### src/rtl/pipe_pkg.sv
// pipe_pkg: shared pipeline-control state encoding and register-index width.
package pipe_pkg;
  typedef enum logic [1:0] {RUN = 2'd0, STALL = 2'd1, JMEM = 2'd2} state_t;
  localparam int REG_W = 6;
endpackage

### src/rtl/raw_cmp.sv
// raw_cmp: source/destination register index match gated by the use-enables.
module raw_cmp #(
  parameter int REG_W = 6
) (
  input  logic [REG_W-1:0] rs,
  input  logic [REG_W-1:0] rt,
  input  logic [REG_W-1:0] rd,
  input  logic             uses_rs,
  input  logic             uses_rt,
  output logic             hit
);
  assign hit = (uses_rs && rs == rd) || (uses_rt && rt == rd);
endmodule

### src/rtl/pipe_hazard_ctrl.sv
// pipe_hazard_ctrl: load-use stalls, EX branch squash, memory-indirect jumps and freeze.
module pipe_hazard_ctrl #(
  parameter int REG_W        = pipe_pkg::REG_W,
  parameter int LOAD_BUBBLES = 1,
  parameter int CNT_W        = 16
) (
  input  logic             clk,
  input  logic             rst_n,
  input  logic [REG_W-1:0] id_rs,
  input  logic [REG_W-1:0] id_rt,
  input  logic             id_uses_rs,
  input  logic             id_uses_rt,
  input  logic [REG_W-1:0] ex_rd,
  input  logic             ex_reg_write,
  input  logic             ex_mem_r,
  input  logic             ex_taken,
  input  logic             ex_jump_mem,
  input  logic             mem_wait,
  output logic             pc_en,
  output logic             pc_src_mem,
  output logic             ifid_en,
  output logic             ifid_flush,
  output logic             idex_flush,
  output logic [1:0]       state,
  output logic [CNT_W-1:0] bubble_cnt
);
  import pipe_pkg::*;
  logic [1:0] st, nx, cnt, cnt_nx;
  logic hit, lu, ifid_ld;
  raw_cmp #(.REG_W(REG_W)) u_cmp (
    .rs(id_rs), .rt(id_rt), .rd(ex_rd),
    .uses_rs(id_uses_rs), .uses_rt(id_uses_rt), .hit(hit)
  );
  assign lu = ex_mem_r && ex_reg_write && hit;
  assign state = st;
  assign ifid_en = ifid_ld || ifid_flush;
  always_comb begin
    pc_en = 1'b0;
    pc_src_mem = 1'b0;
    ifid_ld = 1'b0;
    ifid_flush = 1'b0;
    idex_flush = 1'b0;
    nx = st;
    cnt_nx = cnt;
    if (!rst_n) begin
      ifid_flush = 1'b1;
      idex_flush = 1'b1;
      nx = RUN;
      cnt_nx = 2'd0;
    end else if (!mem_wait) begin
      if (st == STALL) begin
        idex_flush = 1'b1;
        cnt_nx = cnt - 2'd1;
        nx = (cnt <= 2'd1) ? RUN : STALL;
      end else if (st == JMEM) begin
        pc_en = 1'b1;
        pc_src_mem = 1'b1;
        ifid_flush = 1'b1;
        idex_flush = 1'b1;
        nx = RUN;
      end else begin
        // RUN, and the illegal encoding which behaves as RUN
        nx = RUN;
        if (ex_jump_mem) begin
          ifid_flush = 1'b1;
          idex_flush = 1'b1;
          nx = JMEM;
        end else if (ex_taken) begin
          pc_en = 1'b1;
          ifid_flush = 1'b1;
          idex_flush = 1'b1;
        end else if (lu) begin
          idex_flush = 1'b1;
          if (LOAD_BUBBLES > 1) begin
            cnt_nx = 2'(LOAD_BUBBLES - 1);
            nx = STALL;
          end
        end else begin
          pc_en = 1'b1;
          ifid_ld = 1'b1;
        end
      end
    end
  end
  always_ff @(posedge clk or negedge rst_n) begin
    if (!rst_n) begin
      st <= RUN;
      cnt <= 2'd0;
      bubble_cnt <= '0;
    end else begin
      st <= nx;
      cnt <= cnt_nx;
      if (idex_flush && !mem_wait && !(&bubble_cnt)) bubble_cnt <= bubble_cnt + 1'b1;
    end
  end
endmodule

### config.mk
export PLATFORM = sky130hd
export DESIGN_NAME = pipe_hazard_ctrl
export DESIGN_NICKNAME = d
export VERILOG_FILES = /design/src/rtl/pipe_pkg.sv /design/src/rtl/raw_cmp.sv /design/src/rtl/pipe_hazard_ctrl.sv
export SDC_FILE = /design/constraint.sdc
export NUM_CORES = 1
export LEC_CHECK = 0
export ABC_CLOCK_PERIOD_IN_PS = 2600
export BUFFER_PORTS_ARGS = -buffer_cell sky130_fd_sc_hd__buf_2
export CAP_MARGIN = 10
export CORE_ASPECT_RATIO = 0.6
export CORE_MARGIN = 3
export CORE_UTILIZATION = 30
export DETAILED_ROUTE_END_ITERATION = 7
export GPL_TIMING_DRIVEN = 0
export PLACE_DENSITY = 0.52
export SLEW_MARGIN = 20
export SYNTH_ARGS = -nofsm -noshare
export SYNTH_HDL_FRONTEND = slang
export SYNTH_SLANG_ARGS = --single-unit
### constraint.sdc
create_clock -name clk -period 2.6 [get_ports clk]
set_clock_uncertainty 0.05 [all_clocks]
set_input_delay 0.13 -clock clk [delete_from_list [all_inputs] [get_ports clk]]
set_output_delay 0.13 -clock clk [all_outputs]
set_load 0.03 [all_outputs]
* Yosys cells after proc, flatten, opt, wreduce, memory -nomap -nowiden
Cells that the tools add are included.
** Cells by class
- Eq/ne operators :: 6
- Add/subtract/negate cells :: 2
- Multiply operators :: 0
- Divide/modulo/power cells :: 0
- Shift-type cells :: 0
- Reductions and logical operators :: 12
- Multiplexer cells :: 39
- Bitwise gates (word level) :: 0
- Order comparisons :: 1
** Operators by type and width (number)
- 1-bit two-way mux :: 31
- 16-bit by 1-bit adder with 16-bit output (second input constant) :: 1
- 2-bit two-way mux :: 8
- 16-bit AND reduction :: 1
- 6-bit equality test :: 2
- 1-bit logical AND :: 6
- 2-bit by 1-bit equality test with 1-bit output (second input constant) :: 1
- 2-bit equality test (second input constant) :: 1
- 2-bit by 1-bit less-or-equal comparator with 1-bit output (second input constant) :: 1
- 1-bit logical NOT :: 2
- 1-bit logical OR :: 2
- 2-bit by 1-bit != test with 1-bit output (second input constant) :: 1
- 2-bit != test (second input constant) :: 1
- 2-bit AND reduction :: 1
- 2-bit by 1-bit subtractor with 2-bit output (second input constant) :: 1
** Storage, ports and cells
- ROM bits :: 0
- Bits of input ports :: 27
- Latch bits :: 0
- Memories kept :: 0
- Word-level logic and storage cells :: 63
- Register bits :: 20
- RAM bits :: 0

* Depth between registers and ports, before layout
Gate-level depths: netlist (run 1).
- Word-level depth :: 13
- Depth in mapped cells :: 8
- Mapped depth without buffers :: 7

* Cells and area by module
A second synthesis (run 1) with hierarchy kept.
** Unflattened totals
- Cells, all modules :: 126
- Area total of the unflattened synthesis :: 1247.4 um^2
** Modules (own cells, without submodules)
- pipe_hazard_ctrl :: times used 1, cells an instance 109, sequential area each 500.5 um^2, area each 1113.6 um^2
- raw_cmp :: times used 1, cells an instance 17, sequential area each 0.0 um^2, area each 133.9 um^2

* Least setup slack after synthesis (run 1)
Ideal clock, no wire load.
- Kind :: reg-to-output
- Start :: reg st[0], in the netlist state[0]
- End :: out ifid_en
- Setup slack :: 328 ps
- Cell stages (with the launch flop) :: 5
- Arrival :: 2092 ps
- Buffers on the path :: 1
- Path through :: dfrtp_1 > clkbuf_1 > maj3_1 > o21ai_0 > a21o_1
** Between the ends
- Word-level cells in the longest chain between the ends :: 6
- Elaborated cells between the ends (all ways) :: 11
** Ends and longest elaborated chain
- from (decl) :: RTL line pipe_hazard_ctrl.sv:28 : logic [1:0] st, nx, cnt, cnt_nx;
- from (signal assigned) :: RTL line pipe_hazard_ctrl.sv:91 : st <= nx;
- 2-bit equality test :: RTL line pipe_hazard_ctrl.sv:55 : end else if (st == JMEM) begin
- 1-bit two-way mux :: RTL line pipe_hazard_ctrl.sv:55
- 1-bit two-way mux (*) :: RTL line pipe_hazard_ctrl.sv:51 : if (st == STALL) begin
- 1-bit two-way mux (*) :: RTL line pipe_hazard_ctrl.sv:50 : end else if (!mem_wait) begin
- 1-bit two-way mux (*) :: RTL line pipe_hazard_ctrl.sv:45 : if (!rst_n) begin
- named net ifid_flush :: RTL line pipe_hazard_ctrl.sv:22 : output logic ifid_flush,
- 1-bit logical OR (*) :: RTL line pipe_hazard_ctrl.sv:36 : assign ifid_en = ifid_ld || ifid_flush;
- to (decl) :: RTL line pipe_hazard_ctrl.sv:21 : output logic ifid_en,
The timed path passes the listed nets; every way through them passes the cells marked *.

* Final worst setup path (run 1)
- Start :: reg bubble_cnt[8]
- End :: reg bubble_cnt[10]
** Between the ends
- Word-level cells in the longest chain between the ends :: 3
- Elaborated cells between the ends (all ways) :: 4
** Ends and longest elaborated chain
- from (decl) :: RTL line pipe_hazard_ctrl.sv:25 : output logic [CNT_W-1:0] bubble_cnt
- from (signal assigned) :: RTL line pipe_hazard_ctrl.sv:93 : if (idex_flush && !mem_wait && !(&bubble_cnt)) bubble_cnt <= bubble_cnt + 1'b1;
- parallel branches: the longest is 3 deep, another holds 16-bit by 1-bit adder with 16-bit output
Parallel ways; which one is timed is not known.
A chain may end at the register's enable or synchronous reset.

==> impl_metrics.env, run 1 <==
export IMPL_antenna_found_initial=0
export IMPL_routabilityCongestion=0.7604
export IMPL_p_per_area_nw_per_um2=694.8
export IMPL_synth_seq_cells=20
export IMPL_worstPathMaxFanout=10
export IMPL_crit_type="reg2reg"
export IMPL_multi_input_area_um2=625.6
export IMPL_synth_ff_type="dfrtp_1"
export IMPL_num_rows=16
export IMPL_synth_edff_count=0
export IMPL_synth_area_um2=1156
export IMPL_worst_pin_slew_ns=0.5868
export IMPL_grt_ovfl_total=0
export IMPL_ys_warn_count=0
export IMPL_yosysMostFrequentCell="xnor2_1"
export IMPL_initial_core_util_pct=33.38
export IMPL_cap_violations=0
export IMPL_cts_path_max_buffers=2
export IMPL_clock_latency_ns=0.26
export IMPL_diodes=0
export IMPL_drtIter0Drc=37
export IMPL_combPwrFrac_pct=31.6
export IMPL_ys_seq_area_share_pct=43.29
export IMPL_period_minus_slack_ns=2.217
export IMPL_synth_nets=144
export IMPL_max_freq_mhz=451.1
export IMPL_synth_area_per_cell_um2=10.05
export IMPL_regArea_um2=500.5
export IMPL_pwr_share_clk_pct=29.1
export IMPL_tritoncts="done"
export IMPL_power_internal_mw=0.6971
export IMPL_synth_top_area_share_pct=43.29
export IMPL_p_sw_mw=0.3687
export IMPL_drt_pass1_iter_count=4
export IMPL_synth_area_leaders="dfrtp_1, xnor2_1, nand3_1"
export IMPL_vdd_ir_drop_max_v=0.0003783
export IMPL_vias=980
export IMPL_grt_max_degree=30
export IMPL_first_global_vias=959
export IMPL_finalHoldWorstSlack_ns=0.2444
export IMPL_worst_ep_required_time_ns=2.70
export IMPL_finalSetupViolCount=0
export IMPL_numPortBuffers=48
export IMPL_htreeDepth=1
export IMPL_cts_root_buf="clkbuf_8"
export IMPL_period_share_pct=85.26
export IMPL_min_path_type="in2reg"
export IMPL_fp_dieArea_um2=4659
export IMPL_finalNetCount=198
export IMPL_syn2layout_area_growth_pct=32.68
export IMPL_end_kind="register"
export IMPL_pwr_share_seq_pct=39.3
export IMPL_drc=0
export IMPL_drive_above_1_share_pct=33.33
export IMPL_slew_headroom_pct=60.88
export IMPL_ys_async_sr_fraction_pct=100.0
export IMPL_final_cell_area_um2=1534
export IMPL_tns_ns=0
export IMPL_clkSinkCount=20
export IMPL_via_per_inst=4.601
export IMPL_grt_use_total_pct=12.92
export IMPL_hold_viol=0
export IMPL_clkSlewWorstSetupHoldPaths_ns=0.07
export IMPL_dp_hpwl_um=2270
export IMPL_wl_um=2800
export IMPL_placed_area_um2=1453
export IMPL_ys_types=30
export IMPL_p_leak_nw=0.7160
export IMPL_yosysTopAreaCell="dfrtp_1"
export IMPL_yosys_top_cells_count="xnor2_1, dfrtp_1, nand3_1, nand2_1"
export IMPL_slew_violations=0
export IMPL_pin_count=50
export IMPL_rsz0062_at_grt="false"
export IMPL_syn_instance_count=115
export IMPL_drtAntennaViolNets=0
export IMPL_die_h_um=54.09
export IMPL_run_status="finished clean"
export IMPL_routedWlPerCell_um=13.15
export IMPL_worstPathArrival_ns=2.32
export IMPL_sw_frac_of_total_pct=34.59
export IMPL_setup_worst_path_start_class="register"
export IMPL_cts_made_buffers=3
export IMPL_grt_pass1_wl_um=4602
export IMPL_coreArea_um2=3463
export IMPL_cts_repair_resized=0
export IMPL_fill_cells=334
export IMPL_dieWidth_um=86.14
[power groups by stage]
| stage | Clock (mW) | Sequential (mW) | Combinational, mW |
|---|---|---|---|
| 5_1_grt | 0.329 | 0.431 | 0.369 |
| 2_1_floorplan | 0 | 0.520 | 0.128 |
| 3_5_place_dp | 0 | 0.427 | 0.339 |
| 6_report | 0.310 | 0.418 | 0.337 |
| 4_1_cts | 0.322 | 0.420 | 0.341 |
| 3_3_place_gp | 0 | 0.424 | 0.333 |
[layer usage]
| metal | global-route usage [%] | wire length, um | part of all wire, % | vias to the layer above |
|---|---|---|---|---|
| met3 | 4.434 | 181 | 6.5 | 0 |
| met2 | 19.44 | 1164 | 42 | 23 |
| met5 | 0 | 0 | 0 | - |
| li1 | - | - | - | 504 |
| met4 | 3.158 | 0 | 0 | 0 |
| met1 | 17.80 | 1453 | 52 | 453 |
[cells by family (layout without fill, tap and decap cells)]
| logic type | after synthesis | count (layout) | synth area share [%] |
|---|---|---|---|
| fa+ha+maj | 4 | 4 | 3.896 |
| compound gates | 12 | 12 | 7.361 |
| simple gates | 43 | 43 | 19.92 |
| mux | 1 | 1 | 0.9740 |
| xor+xnor | 29 | 29 | 21.97 |
| buf+inv | 6 | 59 | 2.598 |
| flops | 20 | 20 | 43.29 |
[layout make-up]
| cell class | count | share of cell area, % |
|---|---|---|
| Multi-Input combinational cell | 89 | 40.78 |
| Sequential cell | 20 | 32.63 |
| Timing Repair Buffer | 49 | 16.31 |
| Tap cell | 45 | 3.670 |
| Clock buffer | 3 | 2.692 |
| Clock inverter | 1 | 1.958 |
| Buffer | 3 | 1.223 |
| Inverter | 3 | 0.7341 |
[registers in the layout, summed over array words and instances (netlist names)]
register and cells:
cnt 2, bubble_cnt 16, state 2
[cell usage in the layout, fill, tap and decap left out, drive strengths merged, types with 2 or more instances in the layout]
| cell | n |
|---|---|
| a21oi | 4 |
| and3 | 5 |
| buf | 49 |
| clkbuf | 5 |
| dfrtp | 20 |
| ha | 2 |
| inv | 3 |
| maj3 | 2 |
| nand2 | 8 |
| nand3 | 10 |
| nand4 | 6 |
| nor2 | 6 |
| nor4b | 2 |
| o21ai | 2 |
| xnor2 | 27 |
| xor2 | 2 |
[critical path, cell delays in order (launching register included)]
cell and delay (ns):
dfrtp_1 0.43, and4_1 0.25, and3_1 0.22, and3_1 0.20, a31o_2 0.26, a21oi_4 0.23
buf_6 0.19, nand3_1 0.11, xnor2_1 0.16
[through the flow]
stage	worst slack, ns	instances	util [%]	power (mW)
global placement	0.4033	208	41.94	0.7567
CTS	0.3747	213	44.29	1.083
floorplan	0.3284	115	-	0.6483
finish	0.3833	213	44.29	1.066
detailed placement	0.3948	208	41.94	0.7663
global route	0.2742	213	44.29	1.130
[what timing repair did]
item,in CTS,in global routing
endpoints found under the setup margin,0,0
setup buffers,0,0
hold buffers,1,0
endpoints found under the hold margin,20,0
[path summary, 6_finish.rpt]
path,cells after the start,slack [ns],startpoint,endpoint
max,8,0.38,bubble_cnt[8],bubble_cnt[10]
min reg2reg,1,0.44,bubble_cnt[12],bubble_cnt[12]
max reg2reg,8,0.38,bubble_cnt[8],bubble_cnt[10]
min,3,0.24,mem_wait,state[0]
min in group asynchronous,2,0.35,rst_n,bubble_cnt[4]
max in group asynchronous,2,1.77,rst_n,state[1]
No activity file was read; power rests on OpenSTA's default activity.
==> inputs of run 2 (changes only) <==
- ABC_AREA: unset -> 1
- PLACE_DENSITY: 0.52 -> unset
==> impl_metrics.env, run 2 <==
export IMPL_coreArea_um2=4755
export IMPL_drive_above_1_share_pct=21.28
export IMPL_pin_count=50
export IMPL_grt_max_degree=22
export IMPL_fp_dieArea_um2=6067
export IMPL_final_cell_count_no_fill=359
export IMPL_mostFrequentLayoutCells="nand2_1, buf_2, inv_1"
export IMPL_rr_startpoint="bubble_cnt[0]"
export IMPL_ys_async_sr_fraction_pct=100.0
export IMPL_cap_violations=0
export IMPL_grt_pass1_wl_um=6975
export IMPL_synth_area_um2=1543
export IMPL_drt_pass1_iter_count=4
export IMPL_cp_slowest_cell="dlygate4sd3_1"
export IMPL_cts_root_buf="clkbuf_8"
export IMPL_wl_um=4267
export IMPL_drc=0
export IMPL_largest_reg_flops=16
export IMPL_yosysMostFrequentCell="nand2_1"
export IMPL_postCtsSetupBuffers=0
export IMPL_routabilityCongestion=0.9142
export IMPL_cts_path_max_buffers=2
export IMPL_wl_met3_um=229
export IMPL_wl_met2_um=1707
export IMPL_dieWidth_um=98.58
export IMPL_clkSlewWorstSetupHoldPaths_ns=0.08
export IMPL_final_common_cell="nand2_1"
export IMPL_m1WireLength_um=2300
export IMPL_tns_ns=0
export IMPL_routedWlPerCell_um=11.89
export IMPL_worst_slack_ns=0.2920
export IMPL_diodes=0
export IMPL_initial_core_util_pct=32.45
export IMPL_rsz0062_at_grt="false"
export IMPL_top_layer="met4"
export IMPL_ys_seq_area_share_pct=32.44
export IMPL_crit_type="in2out"
export IMPL_placed_area_um2=1867
export IMPL_clkSinkCount=20
export IMPL_fill_cells=541
export IMPL_worstPathCellList="dlygate4sd3_1 > clkbuf_4 > clkbuf_1 > inv_1 > nor3_1 > nand3_1 > inv_1 > buf_2"
export IMPL_syn2layout_area_growth_pct=25.39
export IMPL_hold_path_startpoint="ex_jump_mem"
export IMPL_synth_edff_count=0
export IMPL_yosysTopAreaCell="dfrtp_1"
export IMPL_die_h_um=61.55
export IMPL_ys_types=26
export IMPL_first_global_vias=1498
export IMPL_via_per_inst=4.546
export IMPL_slew_headroom_pct=75.63
export IMPL_synth_ff_type="dfrtp_1"
export IMPL_dp_cells=354
export IMPL_yosys_top_cells_count="nand2_1, inv_1, nand3_1, dfrtp_1, nor2_1"
export IMPL_end_kind="output port"
export IMPL_setup_worst_path_start_class="input port"
export IMPL_htreeDepth=1
export IMPL_cp_startpoint="rst_n"
export IMPL_worst_ep_required_time_ns=2.42
export IMPL_max_freq_mhz=433.3
export IMPL_p_per_area_nw_per_um2=495.6
export IMPL_tritoncts="done"
export IMPL_synth_seq_cells=20
export IMPL_period_share_pct=88.77
export IMPL_antenna_found_initial=0
export IMPL_slew_violations=0
export IMPL_final_cell_area_um2=1934
export IMPL_drtAntennaViolNets=0
export IMPL_ys_warn_count=0
export IMPL_grt_ovfl_total=0
export IMPL_worstPathMaxFanout=21
export IMPL_period_minus_slack_ns=2.308
export IMPL_dp_hpwl_um=3452
export IMPL_cpPeakStageDelay_ns=0.53
export IMPL_clock_latency_ns=0.26
export IMPL_synth_top_area_share_pct=32.44
export IMPL_grt_use_total_pct=14.51
export IMPL_synth_nets=271
export IMPL_vdd_ir_drop_max_v=0.0001848
export IMPL_syn_instance_count=242
export IMPL_drtIter0Drc=76
export IMPL_num_rows=19
export IMPL_finalNetCount=326
export IMPL_post_place_ws_ns=0.6638
export IMPL_finalSetupViolCount=0
export IMPL_min_path_type="in2reg"
export IMPL_largest_register="bubble_cnt"
export IMPL_p_leak_nw=1.089
export IMPL_cpMostUsedCell="inv_1"
export IMPL_vias=1632
export IMPL_synth_area_per_cell_um2=6.375
export IMPL_worst_pin_slew_ns=0.3627
export IMPL_hold_viol=0
export IMPL_worstPathArrival_ns=2.13
export IMPL_run_status="finished clean"
export IMPL_synth_area_leaders="dfrtp_1, nand2_1, inv_1"
export IMPL_cts_made_buffers=3
export IMPL_numPortBuffers=49
## run 2: stage by stage
stage | hold slack (ns) | power [mW] | util [%]
global route | 0.1241 | 1.024 | 40.68
finish | 0.1251 | 0.9588 | 40.68
floorplan | -0.2156 | 0.6087 | -
CTS | 0.1099 | 0.9704 | 40.63
detailed placement | 0.07228 | 0.7218 | 39.26
global placement | 0.06778 | 0.7140 | 39.26
## run 2: final timing paths
path	endpoint	slack [ns]	cells after the start
worst max-delay path	pc_en	0.29	8
worst min-delay path	state[1]	0.13	3
worst max register to register	bubble_cnt[11]	0.66	9
worst min register to register	bubble_cnt[9]	0.49	2
max in group asynchronous	cnt[0]	2.00	2
min in group asynchronous	bubble_cnt[3]	0.27	2
## run 2: cells by family (layout without fill, tap and decap cells)
family          count (synthesis)  after routing  synth area share (%)
compound gates                 11             11                 4.381
flops                          20             20                 32.44
xor+xnor                       13             13                 7.380
simple gates                  149            149                 41.93
fa+ha+maj                       2              2                 1.622
buf+inv                        47            101                 12.25
## run 2: metal layers
layer  global-route usage [%]  vias to the layer above
met5                        0                        -
met4                    2.335                        0
met3                    3.733                        4
met2                    21.33                       40
met1                    21.74                      734
li1                         -                      854
## run 2: final cells by class
| cell class | instances | area [um^2] | share of cell area, % |
|---|---|---|---|
| Clock buffer | 4 | 55.05 | 2.846 |
| Inverter | 43 | 161.4 | 8.344 |
| Multi-Input combinational cell | 175 | 853.3 | 44.11 |
| Buffer | 4 | 27.53 | 1.423 |
| Timing Repair Buffer | 50 | 257.7 | 13.32 |
| Tap cell | 63 | 78.83 | 4.075 |
| Sequential cell | 20 | 500.5 | 25.87 |
## run 2: timing repair
action,4_1_cts,5_1_grt
hold buffers,1,0
hold endpoints to repair,20,0
endpoints found under the setup margin,0,1
resized for setup,0,1
## run 2: critical path, delay by kind of cell
kind	cells	cell delay [ns]
buf+inv	6	1.58
simple gates	2	0.40
## run 2: where the power goes
group | internal [mW] | total [mW] | switching (mW)
Clock | 0.135 | 0.244 | 0.109
Sequential | 0.347 | 0.405 | 0.0587
Combinational | 0.105 | 0.310 | 0.205
Total | 0.586 | 0.959 | 0.372
==> inputs of run 3 (changes only) <==
- BUFFER_PORTS_ARGS: -buffer_cell sky130_fd_sc_hd__buf_2 -> unset
- CORE_UTILIZATION: 30 -> 35
- DONT_BUFFER_PORTS: unset -> 1
- SKIP_CTS_REPAIR_TIMING: unset -> 1
==> impl_metrics.env, run 3 (synthesis results as in run 2) <==
export IMPL_dieWidth_um=91.71
export IMPL_multi_input_area_um2=853.3
export IMPL_fill_cells=457
export IMPL_grt_ovfl_total=0
export IMPL_num_rows=18
export IMPL_finalSetupViolCount=0
export IMPL_dp_hpwl_um=3038
export IMPL_drtAntennaViolNets=0
export IMPL_slew_headroom_pct=33.94
export IMPL_first_global_vias=1270
export IMPL_tritoncts="done"
export IMPL_drtIter0Drc=108
export IMPL_period_minus_slack_ns=2.362
export IMPL_pin_count=50
export IMPL_initial_core_util_pct=37.03
export IMPL_clkSlewWorstSetupHoldPaths_ns=0.07
export IMPL_final_common_cell="nand2_1"
export IMPL_vdd_ir_drop_max_v=0.0001700
export IMPL_regToRegSetupSlack_ns=0.50
export IMPL_clkSinkCount=20
export IMPL_drive_above_1_share_pct=5.263
export IMPL_regArea_um2=500.5
export IMPL_numPortBuffers=0
export IMPL_cap_violations=0
export IMPL_grt_use_total_pct=15.12
export IMPL_cp_slowest_cell="o21ai_0"
export IMPL_largest_reg_flops=16
export IMPL_worst_pin_slew_ns=0.9833
export IMPL_placed_area_um2=1618
export IMPL_cts_root_buf="clkbuf_8"
export IMPL_setup_worst_path_start_class="register"
export IMPL_max_freq_mhz=423.4
export IMPL_dp_cells=302
export IMPL_coreArea_um2=4167
export IMPL_rsz0062_at_grt="false"
export IMPL_cts_made_buffers=3
export IMPL_routabilityCongestion=0.8713
export IMPL_antenna_found_initial=0
export IMPL_p_leak_nw=0.8673
export IMPL_fp_dieArea_um2=5266
export IMPL_syn2layout_area_growth_pct=8.840
export IMPL_period_share_pct=90.84
export IMPL_wl_um=3890
export IMPL_mostFrequentLayoutCells="nand2_1, inv_1, nand3_1"
export IMPL_cts_path_max_buffers=2
export IMPL_finalNetCount=278
export IMPL_via_per_inst=4.642
export IMPL_tns_ns=0
export IMPL_drt_pass1_iter_count=4
export IMPL_slew_violations=0
export IMPL_hold_viol=0
export IMPL_htreeDepth=1
export IMPL_crit_type="reg2out"
export IMPL_largest_register="bubble_cnt"
export IMPL_cpPeakStageDelay_ns=0.76
export IMPL_vias=1425
export IMPL_worst_ep_required_time_ns=2.42
export IMPL_cp_buffers_inverters=2
export IMPL_final_cell_area_um2=1679
export IMPL_grt_max_degree=22
export IMPL_routedWlPerCell_um=12.67
export IMPL_drc=0
export IMPL_grt_pass1_wl_um=6279
export IMPL_run_status="finished clean"
export IMPL_crit_family="compound AO/OA/AOI/OAI gates"
export IMPL_worstPathArrival_ns=2.18
export IMPL_die_h_um=57.43
export IMPL_end_kind="output port"
export IMPL_worstPathCellList="inv_1 > nor2_1 > inv_1 > nand2_1 > nor2_1 > nand2_1 > o21ai_0"
export IMPL_final_cell_count_no_fill=307
export IMPL_min_path_type="in2reg"
export IMPL_p_per_area_nw_per_um2=515.9
export IMPL_finalHoldWorstSlack_ns=0.001054
export IMPL_worstPathMaxFanout=5
export IMPL_clock_latency_ns=0.26
export IMPL_diodes=0
==> run 3: metal layers <==
metal | part of all wire, % | vias to the layer above | wire length (um) | global-route usage (%)
li1 | - | 767 | - | -
met1 | 57 | 616 | 2200 | 23.92
met2 | 35 | 37 | 1372 | 19.11
met3 | 7.4 | 5 | 289 | 5.402
met4 | 0.75 | 0 | 29 | 3.171
met5 | 0 | - | 0 | 0
==> run 3: power by group <==
| group | switching, mW | total [mW] | internal, mW |
|---|---|---|---|
| clock | 0.105 | 0.208 | 0.103 |
| combinational | 0.116 | 0.184 | 0.0685 |
| sequential | 0.129 | 0.474 | 0.345 |
==> run 3: layout make-up <==
type / instances / share of cell area, %
Buffer: 4 / 1.639
Clock buffer: 3 / 2.459
Inverter: 43 / 9.613
Multi-Input combinational cell: 175 / 50.82
Sequential cell: 20 / 29.81
Tap cell: 60 / 4.471
Timing Repair Buffer: 2 / 1.192
==> run 3: final timing paths <==
check / start / end / cells after the start
worst max-delay path: state[1] / ifid_en / 7
worst min register to register: cnt[1] / state[0] / 2
worst max register to register: bubble_cnt[0] / bubble_cnt[6] / 9
min in group asynchronous: rst_n / bubble_cnt[10] / 1
worst min-delay path: ex_jump_mem / state[1] / 2
max in group asynchronous: rst_n / cnt[1] / 1
==> run 3: worst reg2reg max path: cells and delay by family, from the launching register on <==
family          cells  cell delay [ns]
buf+inv             2             0.32
simple gates        5             0.54
fa+ha+maj           1             0.32
compound gates      1             0.14
flops               1             0.62
==> run 3: metrics by stage <==
stage	worst slack (ns)	total power, mW	util [%]
2_1_floorplan	0.7088	0.6087	-
3_3_place_gp	0.5332	0.6521	38.83
3_5_place_dp	0.5246	0.6553	38.83
4_1_cts	0.2227	0.8669	39.82
5_1_grt	0.05500	0.9287	40.30
6_report	0.2382	0.8662	40.30
